### src/rtl/fifo_pkg.sv
// Shared helpers for the synchronous FIFO family: width calculation and depth legality checks.
package fifo_pkg;

   localparam int unsigned MIN_DEPTH = 2;

   function automatic int unsigned clog2(input int unsigned value);
      int unsigned result;
      int unsigned rem;
      result = 0;
      rem    = (value > 0) ? value - 1 : 0;
      while (rem != 0) begin
         rem    = rem >> 1;
         result = result + 1;
      end
      return result;
   endfunction

   function automatic bit is_pow2(input int unsigned value);
      return (value != 0) && ((value & (value - 1)) == 0);
   endfunction

   function automatic bit depth_ok(input int unsigned value);
      return is_pow2(value) && (value >= MIN_DEPTH);
   endfunction

endpackage

### src/rtl/sync_fifo_flex_if.sv
// Producer/consumer handshake bundle for sync_fifo_flex; master is the client, slave the FIFO.
interface sync_fifo_flex_if
   import fifo_pkg::*;
#(
   parameter int unsigned DATA_WIDTH = 8,
   parameter int unsigned DEPTH      = 16
) ();

   localparam int unsigned CW = clog2(DEPTH) + 1;

   logic                  flush;
   logic                  wr_en;
   logic [DATA_WIDTH-1:0] din;
   logic                  rd_en;
   logic [DATA_WIDTH-1:0] dout;
   logic                  full;
   logic                  empty;
   logic                  almost_full;
   logic                  almost_empty;
   logic [CW-1:0]         count;
   logic                  overflow;
   logic                  underflow;

   modport master (
      output flush, wr_en, din, rd_en,
      input  dout, full, empty, almost_full, almost_empty, count, overflow, underflow
   );

   modport slave (
      input  flush, wr_en, din, rd_en,
      output dout, full, empty, almost_full, almost_empty, count, overflow, underflow
   );

endinterface

### src/rtl/fifo_regfile.sv
// DEPTH x DATA_WIDTH storage: one synchronous write port, one asynchronous read port, no reset.
module fifo_regfile #(
   parameter int unsigned DATA_WIDTH = 8,
   parameter int unsigned DEPTH      = 16,
   parameter int unsigned AW         = 4
) (
   input  logic                  clk,
   input  logic                  we,
   input  logic [AW-1:0]         waddr,
   input  logic [DATA_WIDTH-1:0] wdata,
   input  logic [AW-1:0]         raddr,
   output logic [DATA_WIDTH-1:0] rdata
);

   logic [DATA_WIDTH-1:0] mem [DEPTH];

   always_ff @(posedge clk) begin
      if (we) begin
         mem[waddr] <= wdata;
      end
   end

   assign rdata = mem[raddr];

endmodule

### src/rtl/sync_fifo_flex.sv
// Single-clock FIFO with optional first-word-fall-through, threshold flags, exact count,
// synchronous flush and overflow/underflow pulses.
module sync_fifo_flex
   import fifo_pkg::*;
#(
   parameter int unsigned DATA_WIDTH = 8,
   parameter int unsigned DEPTH      = 16,
   parameter int unsigned FWFT       = 0,
   parameter int unsigned AF_THRESH  = 14,
   parameter int unsigned AE_THRESH  = 2
) (
   input logic             clk,
   input logic             rst,
   sync_fifo_flex_if.slave ff
);

   localparam int unsigned   AW     = clog2(DEPTH);
   localparam int unsigned   CW     = AW + 1;
   localparam logic [CW-1:0] AF_LIM = CW'(AF_THRESH);
   localparam logic [CW-1:0] AE_LIM = CW'(AE_THRESH);

   if (!depth_ok(DEPTH)) begin : g_bad_depth
      $error("sync_fifo_flex: DEPTH must be a power of two >= 2");
   end
   if (AF_THRESH < 1 || AF_THRESH > DEPTH) begin : g_bad_af
      $error("sync_fifo_flex: AF_THRESH out of range");
   end
   if (AE_THRESH >= DEPTH) begin : g_bad_ae
      $error("sync_fifo_flex: AE_THRESH out of range");
   end

   logic [CW-1:0]         wr_ptr_q, wr_ptr_d;
   logic [CW-1:0]         rd_ptr_q, rd_ptr_d;
   logic [AW-1:0]         wr_addr, rd_addr;
   logic [CW-1:0]         count;
   logic                  full, empty;
   logic                  wr_acc, rd_acc;
   logic                  overflow_q, underflow_q;
   logic [DATA_WIDTH-1:0] rdata;

   assign wr_addr = wr_ptr_q[AW-1:0];
   assign rd_addr = rd_ptr_q[AW-1:0];

   // Extra wrap bit distinguishes full from empty when the addresses coincide.
   assign full  = (wr_addr == rd_addr) && (wr_ptr_q[AW] != rd_ptr_q[AW]);
   assign empty = (wr_ptr_q == rd_ptr_q);
   assign count = wr_ptr_q - rd_ptr_q;

   assign wr_acc = ff.wr_en & ~full  & ~ff.flush;
   assign rd_acc = ff.rd_en & ~empty & ~ff.flush;

   always_comb begin
      wr_ptr_d = wr_ptr_q;
      rd_ptr_d = rd_ptr_q;
      if (ff.flush) begin
         wr_ptr_d = '0;
         rd_ptr_d = '0;
      end else begin
         if (wr_acc) wr_ptr_d = wr_ptr_q + CW'(1);
         if (rd_acc) rd_ptr_d = rd_ptr_q + CW'(1);
      end
   end

   always_ff @(posedge clk or posedge rst) begin
      if (rst) begin
         wr_ptr_q    <= '0;
         rd_ptr_q    <= '0;
         overflow_q  <= 1'b0;
         underflow_q <= 1'b0;
      end else begin
         wr_ptr_q    <= wr_ptr_d;
         rd_ptr_q    <= rd_ptr_d;
         overflow_q  <= ff.wr_en & full  & ~ff.flush;
         underflow_q <= ff.rd_en & empty & ~ff.flush;
      end
   end

   fifo_regfile #(
      .DATA_WIDTH (DATA_WIDTH),
      .DEPTH      (DEPTH),
      .AW         (AW)
   ) u_regfile (
      .clk   (clk),
      .we    (wr_acc),
      .waddr (wr_addr),
      .wdata (ff.din),
      .raddr (rd_addr),
      .rdata (rdata)
   );

   if (FWFT != 0) begin : g_fwft
      // Head word is shown directly; forced to zero while empty so reset reads back as 0.
      assign ff.dout = empty ? '0 : rdata;
   end else begin : g_reg_read
      logic [DATA_WIDTH-1:0] dout_q;
      always_ff @(posedge clk or posedge rst) begin
         if (rst) begin
            dout_q <= '0;
         end else if (rd_acc) begin
            dout_q <= rdata;
         end
      end
      assign ff.dout = dout_q;
   end

   assign ff.full         = full;
   assign ff.empty        = empty;
   assign ff.almost_full  = (count >= AF_LIM);
   assign ff.almost_empty = (count <= AE_LIM);
   assign ff.count        = count;
   assign ff.overflow     = overflow_q;
   assign ff.underflow    = underflow_q;

endmodule

### src/flat_wrapper.sv
// flat-port wrapper written by rule: the top's interface ports become plain ports
module sync_fifo_flex_flat import fifo_pkg::*;
#(
   parameter int unsigned DATA_WIDTH = 8,
   parameter int unsigned DEPTH      = 16,
   parameter int unsigned FWFT       = 0,
   parameter int unsigned AF_THRESH  = 14,
   parameter int unsigned AE_THRESH  = 2
)
  (clk, rst, ff_flush, ff_wr_en, ff_din, ff_rd_en, ff_dout, ff_full, ff_empty, ff_almost_full, ff_almost_empty, ff_count, ff_overflow, ff_underflow);
  sync_fifo_flex_if #(.DATA_WIDTH(DATA_WIDTH), .DEPTH(DEPTH)) ff_i ();
  input logic clk;
  input logic rst;
  input wire logic [$bits(ff_i.flush)-1:0] ff_flush;
  input wire logic [$bits(ff_i.wr_en)-1:0] ff_wr_en;
  input wire logic [$bits(ff_i.din)-1:0] ff_din;
  input wire logic [$bits(ff_i.rd_en)-1:0] ff_rd_en;
  output wire logic [$bits(ff_i.dout)-1:0] ff_dout;
  output wire logic [$bits(ff_i.full)-1:0] ff_full;
  output wire logic [$bits(ff_i.empty)-1:0] ff_empty;
  output wire logic [$bits(ff_i.almost_full)-1:0] ff_almost_full;
  output wire logic [$bits(ff_i.almost_empty)-1:0] ff_almost_empty;
  output wire logic [$bits(ff_i.count)-1:0] ff_count;
  output wire logic [$bits(ff_i.overflow)-1:0] ff_overflow;
  output wire logic [$bits(ff_i.underflow)-1:0] ff_underflow;
  assign ff_i.flush = ff_flush;
  assign ff_i.wr_en = ff_wr_en;
  assign ff_i.din = ff_din;
  assign ff_i.rd_en = ff_rd_en;
  assign ff_dout = ff_i.dout;
  assign ff_full = ff_i.full;
  assign ff_empty = ff_i.empty;
  assign ff_almost_full = ff_i.almost_full;
  assign ff_almost_empty = ff_i.almost_empty;
  assign ff_count = ff_i.count;
  assign ff_overflow = ff_i.overflow;
  assign ff_underflow = ff_i.underflow;
  sync_fifo_flex #(.DATA_WIDTH(DATA_WIDTH), .DEPTH(DEPTH), .FWFT(FWFT), .AF_THRESH(AF_THRESH), .AE_THRESH(AE_THRESH)) u_core (.clk(clk), .rst(rst), .ff(ff_i));
endmodule
### config.mk
export PLATFORM = sky130hd
export DESIGN_NAME = sync_fifo_flex_flat
export DESIGN_NICKNAME = d
export VERILOG_FILES = /design/src/rtl/fifo_pkg.sv /design/src/rtl/sync_fifo_flex_if.sv /design/src/rtl/fifo_regfile.sv /design/src/rtl/sync_fifo_flex.sv /design/src/flat_wrapper.sv
export SDC_FILE = /design/constraint.sdc
export NUM_CORES = 1
export LEC_CHECK = 0
export CAP_MARGIN = 0
export CORE_UTILIZATION = 55
export CTS_CLUSTER_DIAMETER = 80
export DETAILED_ROUTE_END_ITERATION = 8
export GPL_TIMING_DRIVEN = 0
export PLACE_DENSITY = 0.83
export SLEW_MARGIN = 20
export SYNTH_ARGS = -nofsm -noshare
export SYNTH_HDL_FRONTEND = slang
export SYNTH_SLANG_ARGS = --single-unit
### constraint.sdc
create_clock -name clk -period 3.6 [get_ports clk]
set_input_delay 0.72 -clock clk [delete_from_list [all_inputs] [get_ports clk]]
set_output_delay 0.72 -clock clk [all_outputs]
set_load 0.02 [all_outputs]
; ---- After elaboration in Yosys (flattened, before gate mapping)
; Memories as Yosys holds them, arrays and structs flattened. A register that Yosys moved wholly into a read port is not among the register bits.
; Cells that the tools add are included.
[totals]
mem_count = 1
ff_bits = 12
elab_cells = 33
output_inout_bits = 19
inputBits = 13
mem_bits_rw = 128
[mem_list]
columns = memory, words, word_bits, rd, rd_ports_with_merged_regs, write_ports, line
row1 = u_core.u_regfile.mem, 16, 8, 1, 1, 1, fifo_regfile.sv:15  ; logic [DATA_WIDTH-1:0] mem [DEPTH];
[op_classes]
n_mux = 6
eq_ne = 3
addsub = 3
reduce_logical = 3
n_bitwise = 11
order_cmp = 2
[op_table]
columns = op, n
row1 = 5-bit 2-to-1 mux, 4
row2 = 5-bit by 1-bit adder with 5-bit output (second input constant), 2
row3 = 1-bit bitwise AND, 8
row4 = 5-bit == test, 1
row5 = 5-bit by 4-bit greater-or-equal comparator with 1-bit output (second input constant), 1
row6 = 5-bit by 2-bit <= comparator with 1-bit output (second input constant), 1
row7 = 5-bit subtractor, 1
row8 = 4-bit == test, 1
row9 = 2-bit nonzero test, 2
row10 = 1-bit NOT, 3
row11 = 1-bit 2-to-1 mux, 2
row12 = 1-bit logical AND, 1
row13 = 1-bit inequality test, 1

; ---- Depth between registers and ports, before layout
; Gate-level depths: netlist (run 1).
[depth]
ltp_word = 7
ltp_mapped = 9
ltp_nobuf = 8

; ---- Modules after synthesis
; Synthesis (run 1) repeated with hierarchy kept, for this count alone.
[unflattened]
cells_unflattened = 317
area_unflattened_um2 = 6089.6
[by_module_without_submodules]
columns = mod, cells_each, instances, area_each_um2, seq_area_each_um2
row1 = fifo_regfile, 221, 1, 4987.3, 3843.7
row2 = sync_fifo_flex, 96, 1, 1102.3, 500.5

; ---- Least setup slack after synthesis (run 1)
; No wires, ideal clock.
[synth_timing]
kind = register -> output
from = register u_core.rd_ptr_q[1]
to = output ff_almost_empty
t_arrival_ns = 2.542
path_stages_with_launch = 9
path_slack_ns = 0.338
required_time_ns = 2.880
n_path_buf = 2
path_cell_list = dfrtp_1 -> buf_2 -> buf_2 -> clkinv_1 -> ha_1 -> nor2b_1 -> o21a_1 -> or3_1 -> a211oi_1
[synth_via]
elab_chain_cells = 2
[synth_lines]
columns = item, line
row1 = start: declaration, sync_fifo_flex.sv:33  ; logic [CW-1:0] rd_ptr_q, rd_ptr_d;
row2 = start signal: assignment, sync_fifo_flex.sv:72  ; rd_ptr_q <= rd_ptr_d;
row3 = 5-bit subtractor, sync_fifo_flex.sv:47  ; assign count = wr_ptr_q - rd_ptr_q;
row4 = 5-bit by 2-bit <= comparator with 1-bit output, sync_fifo_flex.sv:109  ; assign ff.almost_empty = (count <= AE_LIM);
row5 = end: declaration, flat_wrapper.sv:22  ; output wire logic [$bits(ff_i.almost_empty)-1:0] ff_almost_empty;
; No other way between the ends.

; ---- Final worst setup path (run 1)
[layout_timing]
from = register u_core.rd_ptr_q[2]
to = output ff_almost_full
[layout_via]
elab_chain_cells = 2
[layout_lines]
columns = item, line
row1 = 5-bit subtractor, sync_fifo_flex.sv:47
row2 = 5-bit by 4-bit greater-or-equal comparator with 1-bit output, sync_fifo_flex.sv:108  ; assign ff.almost_full = (count >= AF_LIM);
row3 = end: declaration, flat_wrapper.sv:21  ; output wire logic [$bits(ff_i.almost_full)-1:0] ff_almost_full;
; No other way between the ends.

==> impl_metrics.json, run 1 <==
{
  "status": "finished clean",
  "hp-class": "reg -> reg",
  "drv_slew": 0,
  "drive_above_1_share_pct": 21.2,
  "critPathMaxFanout": 18,
  "switching_share_pct": 25.7,
  "async_reset_ff_share_pct": 13.5,
  "grt_setup_unrepaired": "no",
  "grt_pass1_vias": 3397,
  "clock_sinks": 148,
  "overflow": 0,
  "clk_pin_slew_worst_paths_ns": 0.06,
  "dieArea_um2": 11500,
  "synth_top_area_share_pct": 63.3,
  "final.min_clock_period_ns": 3.47,
  "die_h_um": 107,
  "htreeDepth": 4,
  "end_kind": "primary output",
  "grt_pass1_wl_um": 19600,
  "insertion_delay_ns": 0.52,
  "first_pass_iters": 5,
  "drt_iter0_drc": 390,
  "antenna_found_initial": 0,
  "startpoint_type": "flip-flop",
  "fin_tns_setup_ns": 0,
  "netlist_top_cells_area": "edfxtp_1 (63%), mux4_2 (12%), dfrtp_1 (8.2%)",
  "clockPowerShare_pct": 36.9,
  "synth_most_common_cell": "edfxtp_1",
  "fin_skew_ns": 0.0111,
  "slowest_delay_ns": 0.40,
  "initial_core_util_pct": 56.3,
  "vias": 3367,
  "utilization_pct": 66.6,
  "root_buffer": "clkbuf_8",
  "crit_type": "reg -> out",
  "p_leak_nw": 2.45,
  "crit_path_top_delay_cell": "ha_1",
  "numCtsBuffers": 17,
  "slew_headroom_pct": 40.9,
  "ys_types": 40,
  "dp_slack_ns": -0.472,
  "setup_violations": 0,
  "ant_nets": 0,
  "synth_cells": 347,
  "io_buffers": 31,
  "drc": 0,
  "power.density_nw_per_um2": 623,
  "std_cell_rows": 38,
  "layoutNonFillerInstCount": 550,
  "hpwl_um": 8330,
  "ir_worst_vdd_mv": 0.365,
  "max_freq_ghz": 0.288,
  "synth-main-ff-cell": "edfxtp_1",
  "cp.required_ns": 2.88,
  "synth_area_um2": 6080,
  "gp_congestion": 0.804,
  "yosysWarnings": 0,
  "cts_buffer_depth": 2,
  "synth.largest_area_cell": "edfxtp_1",
  "crit_path_cell_trace": "buf_4 -> inv_2 -> ha_1 -> o21a_1 -> or3_1 -> a41o_1 -> dlygate4sd2_1",
  "yosysSeqAreaShare_pct": 71.5,
  "vias_per_cell": 6.12,
  "syn_nets": 370,
  "tightestPinTransition_ns": 0.883,
  "power.switching_mw": 1.15,
  "cts_tree": "built",
  "critPathArrivalTime_ns": 2.75,
  "p_seq_share_pct": 44.1,
  "grt_max_degree": 21,
  "layout.nets": 420,
  "finalHoldViolations": 0,
  "place_inst": 518,
  "ys_ff_latch": 148,
  "syn_to_final_growth_pct": 18.3,
  "post-route-period-util_pct": 96.4,
  "drv_cap": 0,
  "fin_ws_ns": 0.130,
  "grt.total_usage_pct": 24.7,
  "core_area_um2": 10800,
  "die-width_um": 107,
  "num_antenna_cells": 0,
  "synth_edf_count": 128,
  "combPwrFrac_pct": 19.0,
  "intPower_mw": 3.33,
  "routedWlPerCell_um": 23.4,
  "synth_commonest_cells": "edfxtp_1 (128), nand2_1 (37), mux4_2 (32)",
  "pin_count": 32,
  "avgSynthCellArea_um2": 17.5,
  "wl_um": 12900
}
## timing repair
item | 4_1_cts | 5_1_grt
resized for setup | 15 | 5
buffers inserted | 1 | 0
hold buffers | 0 | 0
endpoints found under the setup margin | 128 | 4
## through the flow
step	hold WS (ns)	power [mW]	instance area, µm²
6_report	0.517	4.48	7190
5_1_grt	0.526	4.62	7190
4_1_cts	0.519	4.49	7160
3_5_place_dp	0.504	2.85	6570
3_3_place_gp	0.492	2.83	6560
2_1_floorplan	0.590	2.53	6080
## kinds of logic after synthesis
logic type	synth area share [%]
AO/OA/AOI/OAI	4.10
AND/OR/NAND/NOR	6.38
buffers and inverters	1.96
flip-flops	71.5
adder cells (fa/ha/maj)	2.18
multiplexers	12.2
XOR/XNOR	1.69
## critical path: cells and delay by family, from the launching register on
kind	cells	cell delay, ns
flops	1	0.33
simple gates	1	0.36
compound gates	2	0.39
fa+ha+maj	1	0.40
buf+inv	3	0.73
## cell usage in the layout, fill, tap and decap left out, types with 3 or more instances in the layout
master	n
clkbuf_1	5
a21oi_1	4
o211ai_1	3
nand2b_1	3
clkinv_2	4
a22o_1	8
clkbuf_16	16
dfrtp_1	20
edfxtp_1	128
inv_1	4
ha_1	8
nand2_1	37
o21ai_0	3
clkinv_4	4
buf_4	5
nor3_2	4
xor2_1	5
xnor2_1	3
dlygate4sd2_1	3
a31oi_1	8
nand3_1	9
nor2_1	22
buf_6	3
mux4_2	32
or3_1	3
clkinvlp_4	3
clkdlybuf4s50_1	27
## state kept, by name, indices dropped and copies added (netlist names)
| name | flops |
|---|---|
| u_core.wr_ptr_q | 5 |
| u_core.ff.dout | 8 |
| u_core.ff.overflow | 1 |
| u_core.ff.underflow | 1 |
| u_core.rd_ptr_q | 5 |
| u_core.u_regfile.mem | 128 |
## routing by layer
layer | vias up | GRT usage, % | routed length [µm]
met4 | 0 | 8.71 | 294
met2 | 183 | 38.5 | 6290
met3 | 30 | 6.69 | 1010
met1 | 1690 | 33.7 | 5280
li1 | 1464 | - | -
met5 | - | 0 | 0
## final timing paths
kind,start,endpoint,slack [ns],cells past startpoint
worst max-delay path,u_core.rd_ptr_q[2]$_DFFE_PP0P_,ff_almost_full,0.13,7
worst min-delay path,u_core.ff.dout[1]$_DFFE_PP0P_,u_core.ff.dout[1]$_DFFE_PP0P_,0.52,1
worst max register to register,u_core.rd_ptr_q[2]$_DFFE_PP0P_,u_core.u_regfile.mem[11][4]$_DFFE_PP_,0.48,7
worst min register to register,u_core.ff.dout[1]$_DFFE_PP0P_,u_core.ff.dout[1]$_DFFE_PP0P_,0.52,1
max in group asynchronous,rst,u_core.ff.dout[3]$_DFFE_PP0P_,2.45,2
min in group asynchronous,rst,u_core.wr_ptr_q[4]$_DFFE_PP0P_,0.65,2
## power by group through the flow
stage	Clock, mW	Sequential (mW)	Combinational [mW]
floorplan	0	2.06	0.476
global placement	0	2.01	0.822
detailed placement	0	2.01	0.842
CTS	1.67	1.98	0.846
global route	1.73	1.98	0.905
finish	1.65	1.98	0.850
## cell type report
| class | count | area [µm²] |
|---|---|---|
| sequential | 148 | 4340 |
| fill | 696 | 3610 |
| multi-input combinational | 176 | 1650 |
| clock buffer | 19 | 422 |
| timing repair buffer | 32 | 309 |
| tap | 140 | 175 |
| clock inverter | 13 | 138 |
| buffer | 14 | 109 |
| inverter | 8 | 35.0 |
(Power assumes the default switching activity.)
==> inputs of run 2 (changes only) <==
--- a/config.mk
+++ b/config.mk
@@ -5,12 +5,14 @@
 export SDC_FILE = /design/constraint.sdc
 export NUM_CORES = 1
 export LEC_CHECK = 0
+export ABC_AREA = 1
 export CAP_MARGIN = 0
 export CORE_UTILIZATION = 55
 export CTS_CLUSTER_DIAMETER = 80
 export DETAILED_ROUTE_END_ITERATION = 8
 export GPL_TIMING_DRIVEN = 0
 export PLACE_DENSITY = 0.83
+export SKIP_CTS_REPAIR_TIMING = 1
 export SLEW_MARGIN = 20
 export SYNTH_ARGS = -nofsm -noshare
 export SYNTH_HDL_FRONTEND = slang
==> impl_metrics.json, run 2 <==
{
  "most-common-layout-cells": "nand2_1 (217), edfxtp_1 (128), inv_1 (108)",
  "ys_ff_latch": 148,
  "vias_per_cell": 5.54,
  "setup_violations": 0,
  "critPathMaxFanout": 17,
  "failed_checks": "DRC",
  "clk_pin_slew_worst_paths_ns": 0.06,
  "regArea_um2": 4340,
  "crit_path_top_delay_cell": "clkdlybuf4s50_1",
  "combPwrFrac_pct": 19.8,
  "synth.largest_area_cell": "edfxtp_1",
  "critPathLaunch": "u_core.rd_ptr_q[1]$_DFFE_PP0P_",
  "synth_commonest_cells": "nand2_1 (217), edfxtp_1 (128), inv_1 (108)",
  "drv_cap": 0,
  "drv_slew": 0,
  "max_freq_ghz": 0.295,
  "die_h_um": 112,
  "gp_congestion": 0.914,
  "synth_area_um2": 6680,
  "syn_to_final_growth_pct": 17.0,
  "layout.nets": 747,
  "first_pass_iters": 7,
  "synth_edf_count": 128,
  "antenna_found_initial": 0,
  "wl_um": 16300,
  "crit_type": "reg -> out",
  "grt_setup_unrepaired": "no",
  "utilization_pct": 67.3,
  "cp_top_family": "buffers and inverters",
  "tightestPinTransition_ns": 0.877,
  "final.min_clock_period_ns": 3.39,
  "final_common_cell": "nand2_1",
  "synth_top_area_share_pct": 57.5,
  "vias": 4870,
  "dp_slack_ns": 0.178,
  "cts_tree": "built",
  "startpoint_type": "flip-flop",
  "netlist_top_cells_area": "edfxtp_1 (58%), nand2_1 (12%), nand3_1 (7.9%)",
  "intPower_mw": 3.42,
  "root_buffer": "clkbuf_16",
  "r2r_slack_ns": 0.60,
  "slowest_delay_ns": 0.65,
  "ant_nets": 0,
  "p_leak_nw": 3.42,
  "regMostFlops": "u_core.u_regfile.mem",
  "grt.total_usage_pct": 27.3,
  "worstReg2RegEnd": "u_core.u_regfile.mem[14][2]$_DFFE_PP_",
  "synth-main-ff-cell": "edfxtp_1",
  "insertion_delay_ns": 0.43,
  "end_kind": "primary output",
  "crit_buf_inv": 3,
  "numCtsBuffers": 17,
  "slew_headroom_pct": 41.3,
  "largest_reg_flops": 128,
  "switching_share_pct": 28.2,
  "reg2reg_depth": 9,
  "std_cell_rows": 39,
  "critPathArrivalTime_ns": 2.67,
  "cts_buffer_depth": 2,
  "nFillCells": 853,
  "avgSynthCellArea_um2": 9.94,
  "die-width_um": 112,
  "initial_core_util_pct": 57.5,
  "status": "complete, but fails checks",
  "overflow": 0,
  "fin_skew_ns": 0.0128,
  "regToRegStartpoint": "u_core.rd_ptr_q[2]$_DFFE_PP0P_",
  "cp.required_ns": 2.88,
  "num_antenna_cells": 0,
  "hp-class": "reg -> reg",
  "io_buffers": 31,
  "multi_input_area_um2": 1760,
  "clockPowerShare_pct": 38.9,
  "hpwl_um": 11100,
  "endpoint": "ff_count[4]",
  "syn_nets": 695,
  "power.switching_mw": 1.34,
  "crit_path_cell_trace": "buf_2 -> inv_4 -> fa_1 -> nand3_1 -> nand2_1 -> xor2_1 -> clkdlybuf4s50_1",
  "power.total_mw": 4.76,
  "drt_iter0_drc": 619,
  "fin_ws_ns": 0.207,
  "core_area_um2": 11600,
  "p_seq_share_pct": 41.3,
  "async_reset_ff_share_pct": 13.5,
  "drc": 1,
  "clock_sinks": 148,
  "synth_most_common_cell": "nand2_1",
  "use_met3_pct": 6.21,
  "yosysSeqAreaShare_pct": 65.0,
  "grt_max_degree": 21,
  "grt_pass1_vias": 4604,
  "yosysWarnings": 0,
  "crit_cells": 7,
  "routedWlPerCell_um": 18.6,
  "drive_above_1_share_pct": 8.29,
  "grt_util_met1_pct": 36.4,
  "post-route-period-util_pct": 94.3,
  "finalHoldViolations": 0,
  "synth_cells": 672,
  "ir_worst_vdd_mv": 0.360,
  "busiest_layer": "met2",
  "power.density_nw_per_um2": 609,
  "grt_use_met2_pct": 44.1,
  "htreeDepth": 4,
  "dieArea_um2": 12600,
  "pin_count": 32,
  "grt_pass1_wl_um": 24800,
  "ys_types": 30
}
-- run 2: changes by cell type in the layout (fill, tap and decap cells not counted), moves of 4 or more --
| cell | before | now |
|---|---|---|
| nand2_1 | 37 | 217 |
| clkinv_2 | 4 | 0 |
| mux4_2 | 32 | 0 |
| nand3_1 | 9 | 106 |
| a31oi_1 | 8 | 0 |
| a22o_1 | 8 | 0 |
| nor3_2 | 4 | 0 |
| inv_1 | 4 | 108 |
| buf_2 | 2 | 14 |
-- run 2: kinds of logic after synthesis --
group	share of synthesized area, %
flip-flops	65.0
AO/OA/AOI/OAI	1.07
XOR/XNOR	1.05
buffers and inverters	8.58
AND/OR/NAND/NOR	22.3
adder cells (fa/ha/maj)	1.99
-- run 2: layout make-up --
class | count | area share [%]
buffer | 24 | 1.71
clock buffer | 19 | 5.54
clock inverter | 12 | 2.30
inverter | 113 | 5.54
multi-input combinational | 384 | 22.6
sequential | 148 | 55.6
tap | 143 | 2.29
timing repair buffer | 36 | 4.51
-- run 2: power groups by stage --
stage	registers, mW	logic (mW)	clock network (mW)
after global placement	2.00	0.903	0
final	1.97	0.942	1.85
after CTS	1.97	0.933	1.85
after global routing	1.97	1.01	1.91
after floorplan	2.04	0.497	0
after detailed placement	2.00	0.924	0
-- run 2: per-layer routing --
metal / wire, µm / vias to the layer above
li1: - / 2265
met1: 6320 / 2290
met2: 7810 / 272
met3: 1660 / 43
met4: 533 / 0
met5: 0 / -
-- run 2: worst min-delay path by stage --
stage | from | to | cells past startpoint
floorplan | u_core.wr_ptr_q[4]$_DFFE_PP0P_ | u_core.wr_ptr_q[4]$_DFFE_PP0P_ | 2
global placement | u_core.ff.dout[0]$_DFFE_PP0P_ | u_core.ff.dout[0]$_DFFE_PP0P_ | 2
detailed placement | u_core.ff.dout[0]$_DFFE_PP0P_ | u_core.ff.dout[0]$_DFFE_PP0P_ | 2
CTS | u_core.ff.dout[0]$_DFFE_PP0P_ | u_core.ff.dout[0]$_DFFE_PP0P_ | 2
global route | u_core.ff.dout[0]$_DFFE_PP0P_ | u_core.ff.dout[0]$_DFFE_PP0P_ | 2
finish | u_core.ff.dout[0]$_DFFE_PP0P_ | u_core.ff.dout[0]$_DFFE_PP0P_ | 2
-- run 2: worst register-to-register path, delay by kind of cell, from the launching register on --
family	cells	cell delay (ns)
adder cells (fa/ha/maj)	1	0.42
buffers and inverters	2	0.32
flip-flops	1	0.42
AND/OR/NAND/NOR	6	1.46
-- run 2: per-stage QoR --
| step | area [µm²] | hold WS (ns) | instances | TNS (ns) |
|---|---|---|---|---|
| after floorplan | 6680 | 0.575 | 672 | 0 |
| after global placement | 7170 | 0.469 | 846 | 0 |
| after detailed placement | 7170 | 0.469 | 846 | 0 |
| after CTS | 7780 | 0.485 | 877 | -0.536 |
| after global routing | 7820 | 0.518 | 879 | 0 |
| final | 7820 | 0.480 | 879 | 0 |
